## config.mk

```make
export PLATFORM = sky130hd
export DESIGN_NAME = riscv_ahb3lite_cache_arb_flat
export DESIGN_NICKNAME = d
export VERILOG_FILES = /design/src/rtl/riscv_ahb3lite_cache_arb_if.sv /design/src/rtl/riscv_ahb3lite_cache_arb.sv /design/src/flat_wrapper.sv
export SDC_FILE = /design/constraint.sdc
export NUM_CORES = 1
export LEC_CHECK = 0
export ABC_AREA = 1
export CELL_PAD_IN_SITES_DETAIL_PLACEMENT = 2
export CELL_PAD_IN_SITES_GLOBAL_PLACEMENT = 2
export CORE_UTILIZATION = 10
export DETAILED_ROUTE_END_ITERATION = 12
export GPL_ROUTABILITY_DRIVEN = 1
export GPL_TIMING_DRIVEN = 0
export PLACE_DENSITY = 0.95
export SETUP_SLACK_MARGIN = 0.5
export SLEW_MARGIN = 40
export SYNTH_ARGS = -nofsm -noshare
export SYNTH_HDL_FRONTEND = slang
export SYNTH_SLANG_ARGS = --single-unit
```

## constraint.sdc

```tcl
create_clock -name HCLK -period 3.1 [get_ports HCLK]
set_clock_uncertainty 0.2 [all_clocks]
set_input_delay 0.62 -clock HCLK [delete_from_list [all_inputs] [get_ports HCLK]]
set_output_delay 0.62 -clock HCLK [all_outputs]
set_load 0.02 [all_outputs]
```

## src/rtl/riscv_ahb3lite_cache_arb_if.sv

```systemverilog
// AHB3-Lite signal bundle shared by the cache ports and the system bus port of the cache arbiter.
// master modport drives address/control/write data; slave modport returns read data and response.
interface riscv_ahb3lite_cache_arb_if #(
    parameter int unsigned XLEN           = 32,
    parameter int unsigned PHYS_ADDR_SIZE = XLEN
);
    logic                      HSEL;
    logic [PHYS_ADDR_SIZE-1:0] HADDR;
    logic [XLEN-1:0]           HWDATA;
    logic [XLEN-1:0]           HRDATA;
    logic                      HWRITE;
    logic [2:0]                HSIZE;
    logic [2:0]                HBURST;
    logic [3:0]                HPROT;
    logic [1:0]                HTRANS;
    logic                      HMASTLOCK;
    logic                      HREADY;
    logic                      HRESP;

    modport master (
        output HSEL, HADDR, HWDATA, HWRITE, HSIZE, HBURST, HPROT, HTRANS, HMASTLOCK,
        input  HRDATA, HREADY, HRESP
    );

    modport slave (
        input  HSEL, HADDR, HWDATA, HWRITE, HSIZE, HBURST, HPROT, HTRANS, HMASTLOCK,
        output HRDATA, HREADY, HRESP
    );
endinterface

```

## src/rtl/riscv_ahb3lite_cache_arb.sv

```systemverilog
// Two-to-one AHB3-Lite arbiter: dcache (mst0_io) and icache (mst1_io) share one bus port (bus_io).
// Optional RISCV_ARB_LOCK_EN makes HMASTLOCK hold the grant on the current owner.
module riscv_ahb3lite_cache_arb #(
    parameter int unsigned XLEN           = 32,
    parameter int unsigned PHYS_ADDR_SIZE = XLEN,
    parameter int unsigned DEFAULT_MST    = 0
) (
    input  logic                         HCLK,
    input  logic                         HRESET,
    riscv_ahb3lite_cache_arb_if.slave    mst0_io,
    riscv_ahb3lite_cache_arb_if.slave    mst1_io,
    riscv_ahb3lite_cache_arb_if.master   bus_io
);
    typedef enum logic {StOwn0, StOwn1} own_e;

    localparam own_e       RstOwn     = (DEFAULT_MST != 0) ? StOwn1 : StOwn0;
    localparam logic       RstDown    = (DEFAULT_MST != 0);
    localparam logic [1:0] HtransIdle = 2'b00;

    own_e aown_q, aown_d;
    logic down_q, down_d;
    logic dval_q, dval_d;
    logic aown;
    logic locked;

    logic                      m_hsel      [2];
    logic [PHYS_ADDR_SIZE-1:0] m_haddr     [2];
    logic [XLEN-1:0]           m_hwdata    [2];
    logic                      m_hwrite    [2];
    logic [2:0]                m_hsize     [2];
    logic [2:0]                m_hburst    [2];
    logic [3:0]                m_hprot     [2];
    logic [1:0]                m_htrans    [2];
    logic                      m_hmastlock [2];
    logic [1:0]                req;
    logic [1:0]                own_a;
    logic [1:0]                own_d;

    assign m_hsel[0]      = mst0_io.HSEL;       assign m_hsel[1]      = mst1_io.HSEL;
    assign m_haddr[0]     = mst0_io.HADDR;      assign m_haddr[1]     = mst1_io.HADDR;
    assign m_hwdata[0]    = mst0_io.HWDATA;     assign m_hwdata[1]    = mst1_io.HWDATA;
    assign m_hwrite[0]    = mst0_io.HWRITE;     assign m_hwrite[1]    = mst1_io.HWRITE;
    assign m_hsize[0]     = mst0_io.HSIZE;      assign m_hsize[1]     = mst1_io.HSIZE;
    assign m_hburst[0]    = mst0_io.HBURST;     assign m_hburst[1]    = mst1_io.HBURST;
    assign m_hprot[0]     = mst0_io.HPROT;      assign m_hprot[1]     = mst1_io.HPROT;
    assign m_htrans[0]    = mst0_io.HTRANS;     assign m_htrans[1]    = mst1_io.HTRANS;
    assign m_hmastlock[0] = mst0_io.HMASTLOCK;  assign m_hmastlock[1] = mst1_io.HMASTLOCK;

    assign aown  = (aown_q == StOwn1);
    assign req   = {m_htrans[1][1], m_htrans[0][1]};
    assign own_a = {aown, ~aown};
    assign own_d = dval_q ? {down_q, ~down_q} : 2'b00;

`ifdef RISCV_ARB_LOCK_EN
    logic lock_q, lock_d;

    // Lock also covers the IDLE right after a locked address, so the grant is released one
    // accepted unlocked address later.
    assign locked = m_hmastlock[aown] | lock_q;
    assign lock_d = bus_io.HREADY ? m_hmastlock[aown] : lock_q;

    always_ff @(posedge HCLK or posedge HRESET) begin
        if (HRESET) lock_q <= 1'b0;
        else        lock_q <= lock_d;
    end
`else
    assign locked = 1'b0;
`endif

    always_comb begin
        aown_d = aown_q;
        down_d = down_q;
        dval_d = dval_q;
        if (bus_io.HREADY) begin
            down_d = aown;
            dval_d = m_htrans[aown][1];
            unique case (aown_q)
                StOwn0: if (m_htrans[0] == HtransIdle && req[1] && !locked) aown_d = StOwn1;
                StOwn1: if (m_htrans[1] == HtransIdle && req[0] && !locked) aown_d = StOwn0;
                default: aown_d = RstOwn;
            endcase
        end
    end

    always_ff @(posedge HCLK or posedge HRESET) begin
        if (HRESET) begin
            aown_q <= RstOwn;
            down_q <= RstDown;
            dval_q <= 1'b0;
        end else begin
            aown_q <= aown_d;
            down_q <= down_d;
            dval_q <= dval_d;
        end
    end

    assign bus_io.HSEL      = m_hsel[aown];
    assign bus_io.HADDR     = m_haddr[aown];
    assign bus_io.HWRITE    = m_hwrite[aown];
    assign bus_io.HSIZE     = m_hsize[aown];
    assign bus_io.HBURST    = m_hburst[aown];
    assign bus_io.HPROT     = m_hprot[aown];
    assign bus_io.HTRANS    = m_htrans[aown];
    assign bus_io.HMASTLOCK = m_hmastlock[aown];
    assign bus_io.HWDATA    = m_hwdata[down_q];

    // A waiting non-owner sees HREADY low so it keeps its address stable until granted.
    assign mst0_io.HREADY = (own_a[0] | own_d[0]) ? bus_io.HREADY : ~req[0];
    assign mst1_io.HREADY = (own_a[1] | own_d[1]) ? bus_io.HREADY : ~req[1];
    assign mst0_io.HRESP  = own_d[0] & bus_io.HRESP;
    assign mst1_io.HRESP  = own_d[1] & bus_io.HRESP;
    assign mst0_io.HRDATA = bus_io.HRDATA;
    assign mst1_io.HRDATA = bus_io.HRDATA;
endmodule

```

## src/flat_wrapper.sv

```systemverilog
// flat-port wrapper written by rule: the top's interface ports become plain ports
module riscv_ahb3lite_cache_arb_flat 
#(
    parameter int unsigned XLEN           = 32,
    parameter int unsigned PHYS_ADDR_SIZE = XLEN,
    parameter int unsigned DEFAULT_MST    = 0
)
  (HCLK, HRESET, mst0_io_HSEL, mst0_io_HADDR, mst0_io_HWDATA, mst0_io_HWRITE, mst0_io_HSIZE, mst0_io_HBURST, mst0_io_HPROT, mst0_io_HTRANS, mst0_io_HMASTLOCK, mst0_io_HRDATA, mst0_io_HREADY, mst0_io_HRESP, mst1_io_HSEL, mst1_io_HADDR, mst1_io_HWDATA, mst1_io_HWRITE, mst1_io_HSIZE, mst1_io_HBURST, mst1_io_HPROT, mst1_io_HTRANS, mst1_io_HMASTLOCK, mst1_io_HRDATA, mst1_io_HREADY, mst1_io_HRESP, bus_io_HSEL, bus_io_HADDR, bus_io_HWDATA, bus_io_HWRITE, bus_io_HSIZE, bus_io_HBURST, bus_io_HPROT, bus_io_HTRANS, bus_io_HMASTLOCK, bus_io_HRDATA, bus_io_HREADY, bus_io_HRESP);
  riscv_ahb3lite_cache_arb_if #(.XLEN(XLEN), .PHYS_ADDR_SIZE(PHYS_ADDR_SIZE)) mst0_io_i ();
  riscv_ahb3lite_cache_arb_if #(.XLEN(XLEN), .PHYS_ADDR_SIZE(PHYS_ADDR_SIZE)) mst1_io_i ();
  riscv_ahb3lite_cache_arb_if #(.XLEN(XLEN), .PHYS_ADDR_SIZE(PHYS_ADDR_SIZE)) bus_io_i ();
  input  logic HCLK;
  input  logic HRESET;
  input wire logic [$bits(mst0_io_i.HSEL)-1:0] mst0_io_HSEL;
  input wire logic [$bits(mst0_io_i.HADDR)-1:0] mst0_io_HADDR;
  input wire logic [$bits(mst0_io_i.HWDATA)-1:0] mst0_io_HWDATA;
  input wire logic [$bits(mst0_io_i.HWRITE)-1:0] mst0_io_HWRITE;
  input wire logic [$bits(mst0_io_i.HSIZE)-1:0] mst0_io_HSIZE;
  input wire logic [$bits(mst0_io_i.HBURST)-1:0] mst0_io_HBURST;
  input wire logic [$bits(mst0_io_i.HPROT)-1:0] mst0_io_HPROT;
  input wire logic [$bits(mst0_io_i.HTRANS)-1:0] mst0_io_HTRANS;
  input wire logic [$bits(mst0_io_i.HMASTLOCK)-1:0] mst0_io_HMASTLOCK;
  output wire logic [$bits(mst0_io_i.HRDATA)-1:0] mst0_io_HRDATA;
  output wire logic [$bits(mst0_io_i.HREADY)-1:0] mst0_io_HREADY;
  output wire logic [$bits(mst0_io_i.HRESP)-1:0] mst0_io_HRESP;
  input wire logic [$bits(mst1_io_i.HSEL)-1:0] mst1_io_HSEL;
  input wire logic [$bits(mst1_io_i.HADDR)-1:0] mst1_io_HADDR;
  input wire logic [$bits(mst1_io_i.HWDATA)-1:0] mst1_io_HWDATA;
  input wire logic [$bits(mst1_io_i.HWRITE)-1:0] mst1_io_HWRITE;
  input wire logic [$bits(mst1_io_i.HSIZE)-1:0] mst1_io_HSIZE;
  input wire logic [$bits(mst1_io_i.HBURST)-1:0] mst1_io_HBURST;
  input wire logic [$bits(mst1_io_i.HPROT)-1:0] mst1_io_HPROT;
  input wire logic [$bits(mst1_io_i.HTRANS)-1:0] mst1_io_HTRANS;
  input wire logic [$bits(mst1_io_i.HMASTLOCK)-1:0] mst1_io_HMASTLOCK;
  output wire logic [$bits(mst1_io_i.HRDATA)-1:0] mst1_io_HRDATA;
  output wire logic [$bits(mst1_io_i.HREADY)-1:0] mst1_io_HREADY;
  output wire logic [$bits(mst1_io_i.HRESP)-1:0] mst1_io_HRESP;
  output wire logic [$bits(bus_io_i.HSEL)-1:0] bus_io_HSEL;
  output wire logic [$bits(bus_io_i.HADDR)-1:0] bus_io_HADDR;
  output wire logic [$bits(bus_io_i.HWDATA)-1:0] bus_io_HWDATA;
  output wire logic [$bits(bus_io_i.HWRITE)-1:0] bus_io_HWRITE;
  output wire logic [$bits(bus_io_i.HSIZE)-1:0] bus_io_HSIZE;
  output wire logic [$bits(bus_io_i.HBURST)-1:0] bus_io_HBURST;
  output wire logic [$bits(bus_io_i.HPROT)-1:0] bus_io_HPROT;
  output wire logic [$bits(bus_io_i.HTRANS)-1:0] bus_io_HTRANS;
  output wire logic [$bits(bus_io_i.HMASTLOCK)-1:0] bus_io_HMASTLOCK;
  input wire logic [$bits(bus_io_i.HRDATA)-1:0] bus_io_HRDATA;
  input wire logic [$bits(bus_io_i.HREADY)-1:0] bus_io_HREADY;
  input wire logic [$bits(bus_io_i.HRESP)-1:0] bus_io_HRESP;
  assign mst0_io_i.HSEL = mst0_io_HSEL;
  assign mst0_io_i.HADDR = mst0_io_HADDR;
  assign mst0_io_i.HWDATA = mst0_io_HWDATA;
  assign mst0_io_i.HWRITE = mst0_io_HWRITE;
  assign mst0_io_i.HSIZE = mst0_io_HSIZE;
  assign mst0_io_i.HBURST = mst0_io_HBURST;
  assign mst0_io_i.HPROT = mst0_io_HPROT;
  assign mst0_io_i.HTRANS = mst0_io_HTRANS;
  assign mst0_io_i.HMASTLOCK = mst0_io_HMASTLOCK;
  assign mst0_io_HRDATA = mst0_io_i.HRDATA;
  assign mst0_io_HREADY = mst0_io_i.HREADY;
  assign mst0_io_HRESP = mst0_io_i.HRESP;
  assign mst1_io_i.HSEL = mst1_io_HSEL;
  assign mst1_io_i.HADDR = mst1_io_HADDR;
  assign mst1_io_i.HWDATA = mst1_io_HWDATA;
  assign mst1_io_i.HWRITE = mst1_io_HWRITE;
  assign mst1_io_i.HSIZE = mst1_io_HSIZE;
  assign mst1_io_i.HBURST = mst1_io_HBURST;
  assign mst1_io_i.HPROT = mst1_io_HPROT;
  assign mst1_io_i.HTRANS = mst1_io_HTRANS;
  assign mst1_io_i.HMASTLOCK = mst1_io_HMASTLOCK;
  assign mst1_io_HRDATA = mst1_io_i.HRDATA;
  assign mst1_io_HREADY = mst1_io_i.HREADY;
  assign mst1_io_HRESP = mst1_io_i.HRESP;
  assign bus_io_HSEL = bus_io_i.HSEL;
  assign bus_io_HADDR = bus_io_i.HADDR;
  assign bus_io_HWDATA = bus_io_i.HWDATA;
  assign bus_io_HWRITE = bus_io_i.HWRITE;
  assign bus_io_HSIZE = bus_io_i.HSIZE;
  assign bus_io_HBURST = bus_io_i.HBURST;
  assign bus_io_HPROT = bus_io_i.HPROT;
  assign bus_io_HTRANS = bus_io_i.HTRANS;
  assign bus_io_HMASTLOCK = bus_io_i.HMASTLOCK;
  assign bus_io_i.HRDATA = bus_io_HRDATA;
  assign bus_io_i.HREADY = bus_io_HREADY;
  assign bus_io_i.HRESP = bus_io_HRESP;
  riscv_ahb3lite_cache_arb #(.XLEN(XLEN), .PHYS_ADDR_SIZE(PHYS_ADDR_SIZE), .DEFAULT_MST(DEFAULT_MST)) u_core (.HCLK(HCLK), .HRESET(HRESET), .mst0_io(mst0_io_i), .mst1_io(mst1_io_i), .bus_io(bus_io_i));
endmodule
```

---- Word-level counts from Yosys, hierarchy flattened ----
Cells that the tools add are included.
word-level totals
  register bits after elaboration ......... 3
  output and inout bits ................... 147
  logic and storage cells ................. 52
cells by class
  magnitude comparators ................... 2
  reductions and logical operators ........ 4
  bitwise gates (word level) .............. 10
  mux-type cells .......................... 33
operators by type and width
  kind                                        number
  32-bit two-way mux                          6
  3-bit two-way mux                           6
  1-bit two-way mux                           13
  4-bit two-way mux                           3
  2-bit two-way mux                           4
  2-bit >= comparator, second input constant  2
  2-bit logical NOT                           2
  1-bit inverter                              4
  1-bit inverter with 2-bit output            2
  1-bit bitwise AND                           2
  1-bit logical AND                           2
  1-bit OR                                    2
  1-bit case mux with 2 select lines          1

---- Longest topological paths before layout ----
Gate-level depths: netlist of the first run.
  depth after elaboration ................. 4
  mapped depth ............................ 7

---- Least setup slack after synthesis of the first run ----
Ideal clock, no wire load.
  path type ............................... input to output
  start ................................... input bus_io_HREADY
  end ..................................... output mst1_io_HREADY
  arrival ................................. 1127 ps
  slack ................................... 1153 ps
  required time ........................... 2280 ps
  stages .................................. 2
  cell sequence ........................... inv_1 > o21ai_0
between the ends
  cells in the longest elaborated chain, start to end .. 1
ends and longest elaborated chain
  what               line                             RTL
  start, declared    flat_wrapper.sv:48               input wire logic [$bits(bus_io_i.HREADY)-1:0] bus_io_HREADY;
  1-bit two-way mux  riscv_ahb3lite_cache_arb.sv:109  assign mst1_io.HREADY = (own_a[1] | own_d[1]) ? bus_io.HREADY : ~req[1];
  end, declared      flat_wrapper.sv:36               output wire logic [$bits(mst1_io_i.HREADY)-1:0] mst1_io_HREADY;
No other way between the ends.

---- Worst setup path in the final report of the first run ----
  start ................................... input mst0_io_HTRANS[1]
  end ..................................... output bus_io_HTRANS[1]
between the ends
  cells in the longest elaborated chain, start to end .. 3
ends and longest elaborated chain
  what                                                  line                             RTL
  start, declared                                       flat_wrapper.sv:21               input wire logic [$bits(mst0_io_i.HTRANS)-1:0] mst0_io_HTRANS;
  2-bit two-way mux (implied by the code) (3 in a row)  riscv_ahb3lite_cache_arb.sv:103  assign bus_io.HTRANS = m_htrans[aown];
  end, declared                                         flat_wrapper.sv:45               output wire logic [$bits(bus_io_i.HTRANS)-1:0] bus_io_HTRANS;
No other way between the ends. The select of a mux whose other input is x is not followed.

==> reports/results.ini, run 1 <==
[cts]
cts.sinks = 3
clkSlewWorstSetupHoldPaths_ps = 30
cts_tree = yes
ctsHtreeMaxLevel = 1
worstSkewPairLatency_ps = 230
clockBufferDepth = 2
cts_setup_buffers = 0
numCtsBuffers = 3
cts-root-buf = clkbuf_16

[synth]
ys_warn_count = 0
postSynthAreaPerCell_um2 = 4.813
synth.distinct_cells = 12
ys_seq_area_share_pct = 4.418
ys_ff_latch = 3
syn_inst = 353
yosys.area_share.simple_pct = 56.19
yosys.area_share.xor_xnor_pct = 0
synth_mux_area_share_pct = 0
synth-compound-area-share_pct = 1.473
synth_fa_ha_area_share_pct = 0
synthesis.nets = 547
netlist_area_mm2 = 0.001699
synth_top_family_by_area = simple AND/OR/NAND/NOR gates

[cells_and_area]
fillers = 2005
diodes = 0
final_cell_mix = nand2_1, clkdlybuf4s50_1, dlygate4sd2_1
drive_gt1_share_pct = 13.38
syn2layout_area_growth_pct = 196.5
layout_commonest_cell = nand2_1
utilization_pct = 30.38
final_nets = 860
fin_area_mm2 = 0.005039

[critical_path]
worstPathRequired_ps = 2280
setup.worst_path.end_class = output pin
critPathMaxFanout = 4
critPathLaunchType = input port
worstPathArrival_ps = 1700
reg2regPathDepth = 7
path_class = in2out

[detailed_routing]
ant_nets = 0
drtIter0Drc = 37
wirelength_um = 13310
via_per_inst = 3.736
wire_per_inst_um = 15.04
firstDrtPassIters = 4
drt_drc_violations_left = 0
vias = 3306

[placed_design]
port-buffer-count = 308
pre_cts_slack_ps = -26.34
routabilityCongestion = 0.7410
dp_hpwl_um = 12120
place_area_mm2 = 0.005057

[power_and_ir_drop]
combPwrFrac_pct = 84.1
pwr-share-seq_pct = 3.1
p_switching_w = 0.0007790
powerDensity_mw_per_mm2 = 319.5
leakage_nw = 2.598
p_clk_share_pct = 12.8
peakVddDrop_v = 0.0001597
p_sw_share_pct = 48.39
total_power_w = 0.001610
p_int_w = 0.0008307

[timing]
finalSetupViolCount = 0
fin_ws_ps = 583.8
min_period_ps = 2516
whs_ps = 424.1
rsz0062_at_grt = no
hold_viol = 0
max_clock_freq_mhz = 397.4
worst_slew_margin_rel_pct = 82.82
maxSlewViolCount = 0
worst_pin_slew_ps = 256.9
fin_crit_sh_pct = 81.17

[floorplan]
core_mm2 = 0.01658
io_pins = 341
die_x_um = 132.4
start_util_pct = 10.25
die_h_um = 132.4
row_count = 47
dieArea_mm2 = 0.01752

[global_route]
grt_pass1_vias = 3711
grt_use_total_pct = 14.53
gr-total-overflow = 0
grt_pass1_wl_um = 19780
antenna_found_initial = 0
grt_max_degree = 11

[hold_path]
hold_path_class = in2async

[run_status]
status = finished clean

[run]
cap_violations = 0

==> timing repair <==
item | 4_1_cts | 5_1_grt
gates resized for setup | 88 | 8
gates cloned | 0 | 0
setup endpoints to repair | 83 | 3
hold buffers | 0 | 0
==> metrics by stage <==
stage | std cells | setup TNS (ps)
2_1_floorplan | 353 | 0
3_3_place_gp | 881 | -2.643
3_5_place_dp | 881 | -26.34
4_1_cts | 885 | 0
5_1_grt | 885 | 0
6_report | 885 | 0
==> registers in the layout (all words and copies together) (netlist names) <==
register,cells
u_core.down_q,1
u_core.aown,1
u_core.dval_q,1
==> worst paths after layout <==
path | endpoint | startpoint | slack (ps)
max | bus_io_HTRANS[1] | mst0_io_HTRANS[1] | 580
max reg2reg | u_core.aown | u_core.aown | 1880
min reg2reg | u_core.dval_q | u_core.dval_q | 440
min in group HCLK | u_core.dval_q | u_core.dval_q | 440
max in group asynchronous | u_core.down_q | HRESET | 2130
min | u_core.aown | HRESET | 420
==> critical path, cell delays in order <==
cell,delay (ps)
clkdlybuf4s50_1,550
nand2_1,80
nand2_1,90
clkdlybuf4s15_1,350
==> final cells by class <==
| cell class | instances | area (um^2) | area share (%) |
|---|---|---|---|
| timing repair buffer | 308 | 2973 | 59.00 |
| multi-input combinational | 259 | 979.7 | 19.44 |
| buffer | 82 | 618.1 | 12.27 |
| tap | 220 | 275.3 | 5.463 |
| clock buffer | 4 | 78.83 | 1.564 |
| sequential | 3 | 75.07 | 1.490 |
| inverter | 9 | 38.79 | 0.7698 |
==> Yosys cell counts (all sizes together) <==
library cell	n	area [um^2]
nand2	249	934.7
buf	82	608.1
inv	9	36.29
nor2	4	15.01
o21ai	4	20.02
dfrtp	3	75.07
a21oi	1	5.000
nor3	1	5.000
==> power groups by stage <==
stage / registers, W / logic (W) / clock network [W]
finish: 0.0000496 / 0.00135 / 0.000207
floorplan: 0.0000489 / 0.000700 / 0
global route: 0.0000506 / 0.00146 / 0.000212
detailed placement: 0.0000503 / 0.00152 / 0
global placement: 0.0000493 / 0.00148 / 0
CTS: 0.0000500 / 0.00139 / 0.000209
==> routing by layer <==
layer | vias up | wire (um) | GRT usage, %
met4 | 0 | 109 | 2.618
met1 | 1530 | 4735 | 14.35
met5 | - | 0 | 0
met3 | 7 | 967 | 2.999
met2 | 171 | 7499 | 30.53
li1 | 1598 | - | -
==> kinds of logic (layout without fill, tap and decap cells) <==
group	after synthesis	after routing
flops	3	3
compound gates	5	5
simple gates	254	254
buf+inv	91	403
Note: power is estimated with default switching activity, not from simulation.
==> run 2, diff against run 1 <==
Clock period 3.1 ns to 2.46 ns, I/O delays scaled along.
==> run 2 against run 1 <==
Wire length grew 12%. Power rose by 70%. Critical path depth up 3. Non-clock buffer count is 13 higher. Hold slack worse by 130 ps. Sequential power rose by 41%. Critical endpoint is now bus_io_HADDR[18]. Largest cell class unchanged. Highest routed layer unchanged.
==> reports/results.ini, run 2 (same netlist as run 1, synthesis figures left out) <==
[run_status]
status = finished clean

[critical_path]
path_class = reg2out
cpMaxStageDelayCell = dfrtp_1
path_delay_family = buffers and inverters
r2r_start = u_core.aown
worstPathRequired_ps = 1770
critPathMaxStageDelay_ps = 370
critPathMaxFanout = 6
reg2reg_to = u_core.aown
r2r_setup_slack_ps = 1050
crit_chain = buf_6 -> inv_8 -> buf_12 -> clkbuf_16 -> nand2_2 -> nand2_2 -> buf_6
critPathLaunchType = flop
reg2regPathDepth = 8
worstPathArrival_ps = 1340
path_buf_inv = 5
setup.worst_path.end_class = output pin

[global_route]
grt_max_degree = 11
grt_pass1_wl_um = 20320
grt_use_total_pct = 14.92
grt_pass1_vias = 3784
antenna_found_initial = 0
gr-total-overflow = 0

[cells_and_area]
drive_gt1_share_pct = 41.83
register_area_um2 = 75.07
final_nets = 874
layout_commonest_cell = clkdlybuf4s50_1
diodes = 0
fin_area_mm2 = 0.006008
multi_input_area_mm2 = 0.001460
syn2layout_area_growth_pct = 253.6
final_cell_mix = clkdlybuf4s50_1, nand2_1, buf_4
fillers = 1909

[timing]
hold_viol = 0
totalNegativeSetupSlack_ps = 0
rsz0062_at_grt = yes
max_clock_freq_mhz = 492.1
worst_pin_slew_ps = 285.0
worst_slew_margin_rel_pct = 81.00
whs_ps = 295.5
maxSlewViolCount = 0
min_period_ps = 2032
fin_crit_sh_pct = 82.60
fin_ws_ps = 428.0
finalSetupViolCount = 0

[detailed_routing]
firstDrtPassIters = 4
vias = 3421
wirelength_um = 14950
drt-met1-wl_um = 5041
dr.max_layer_used = met4
drtIter0Drc = 38
ant_nets = 0
wl_met3_um = 1014
via_per_inst = 3.805
dr_wl_met2_um = 8722
drt_drc_violations_left = 0
wire_per_inst_um = 16.63

[floorplan]
start_util_pct = 10.25
core_mm2 = 0.01658
die_h_um = 132.4
row_count = 47
io_pins = 341
dieArea_mm2 = 0.01752
die_x_um = 132.4

[placed_design]
port-buffer-count = 308
place_area_mm2 = 0.005057
routabilityCongestion = 0.7410
dp_hpwl_um = 12120
pre_cts_slack_ps = -410.3

[power_and_ir_drop]
leakage_nw = 2.976
powerDensity_mw_per_mm2 = 455.4
peakVddDrop_v = 0.0001941
total_power_w = 0.002736

[hold_path]
hold_path_class = in2async

[cts]
postCtsHoldBufs = 0
cts_tree = yes
numCtsBuffers = 3
ctsHtreeMaxLevel = 1
cts.sinks = 3
clkSlewWorstSetupHoldPaths_ps = 30
cts-root-buf = clkbuf_16
clockBufferDepth = 2
worstSkewPairLatency_ps = 230

[run]
cap_violations = 0

run 2: final cells by class:
class,count,share of cell area [%]
Inverter,9,1.125
Timing Repair Buffer,321,55.02
Sequential cell,3,1.249
Tap cell,220,4.581
Timing Repair inverter,1,0.2707
Multi-Input combinational cell,259,24.30
Clock buffer,4,1.312
Buffer,82,12.14
run 2: what timing repair did:
action	in CTS	in global routing
pin swaps	3	30
gates cloned	3	4
endpoints found under the setup margin	83	79
setup buffers	2	5
resized for setup	443	226
run 2: through the flow:
| step | instances | utilization (%) |
|---|---|---|
| detailed placement | 881 | 30.50 |
| CTS | 890 | 30.94 |
| global route | 899 | 36.23 |
| floorplan | 353 | - |
| finish | 899 | 36.23 |
| global placement | 881 | 30.50 |
run 2: per-layer routing:
metal,up-vias,global-route usage [%]
li1,1632,-
met1,1593,14.90
met2,181,31.05
met3,15,2.999
met4,0,2.937
met5,-,0
run 2: power breakdown:
group          switching (W)  total (W)  internal [W]
logic                0.00119    0.00240       0.00122
clock network      0.0000482   0.000262      0.000214
registers          0.0000113  0.0000699     0.0000586
total                0.00125    0.00274       0.00149
run 2: worst max-delay path by stage:
stage / startpoint / endpoint / slack, ps / depth (start not counted)
detailed placement: bus_io_HREADY / mst1_io_HREADY / -410 / 4
CTS: u_core.aown / bus_io_HADDR[11] / 360 / 7
global route: u_core.aown / bus_io_HADDR[18] / 370 / 7
finish: u_core.aown / bus_io_HADDR[18] / 430 / 7
floorplan: u_core.down_q / mst0_io_HREADY / 660 / 5
global placement: bus_io_HREADY / mst1_io_HREADY / -390 / 4
run 2: worst reg2reg max path, cell delays in order, from the launching register on:
cell       delay (ps)
dfrtp_1           340
buf_6             150
inv_8              60
buf_12            120
clkbuf_16         150
nor2_1            110
nand2_1            70
nand2_1            70
inv_1              40
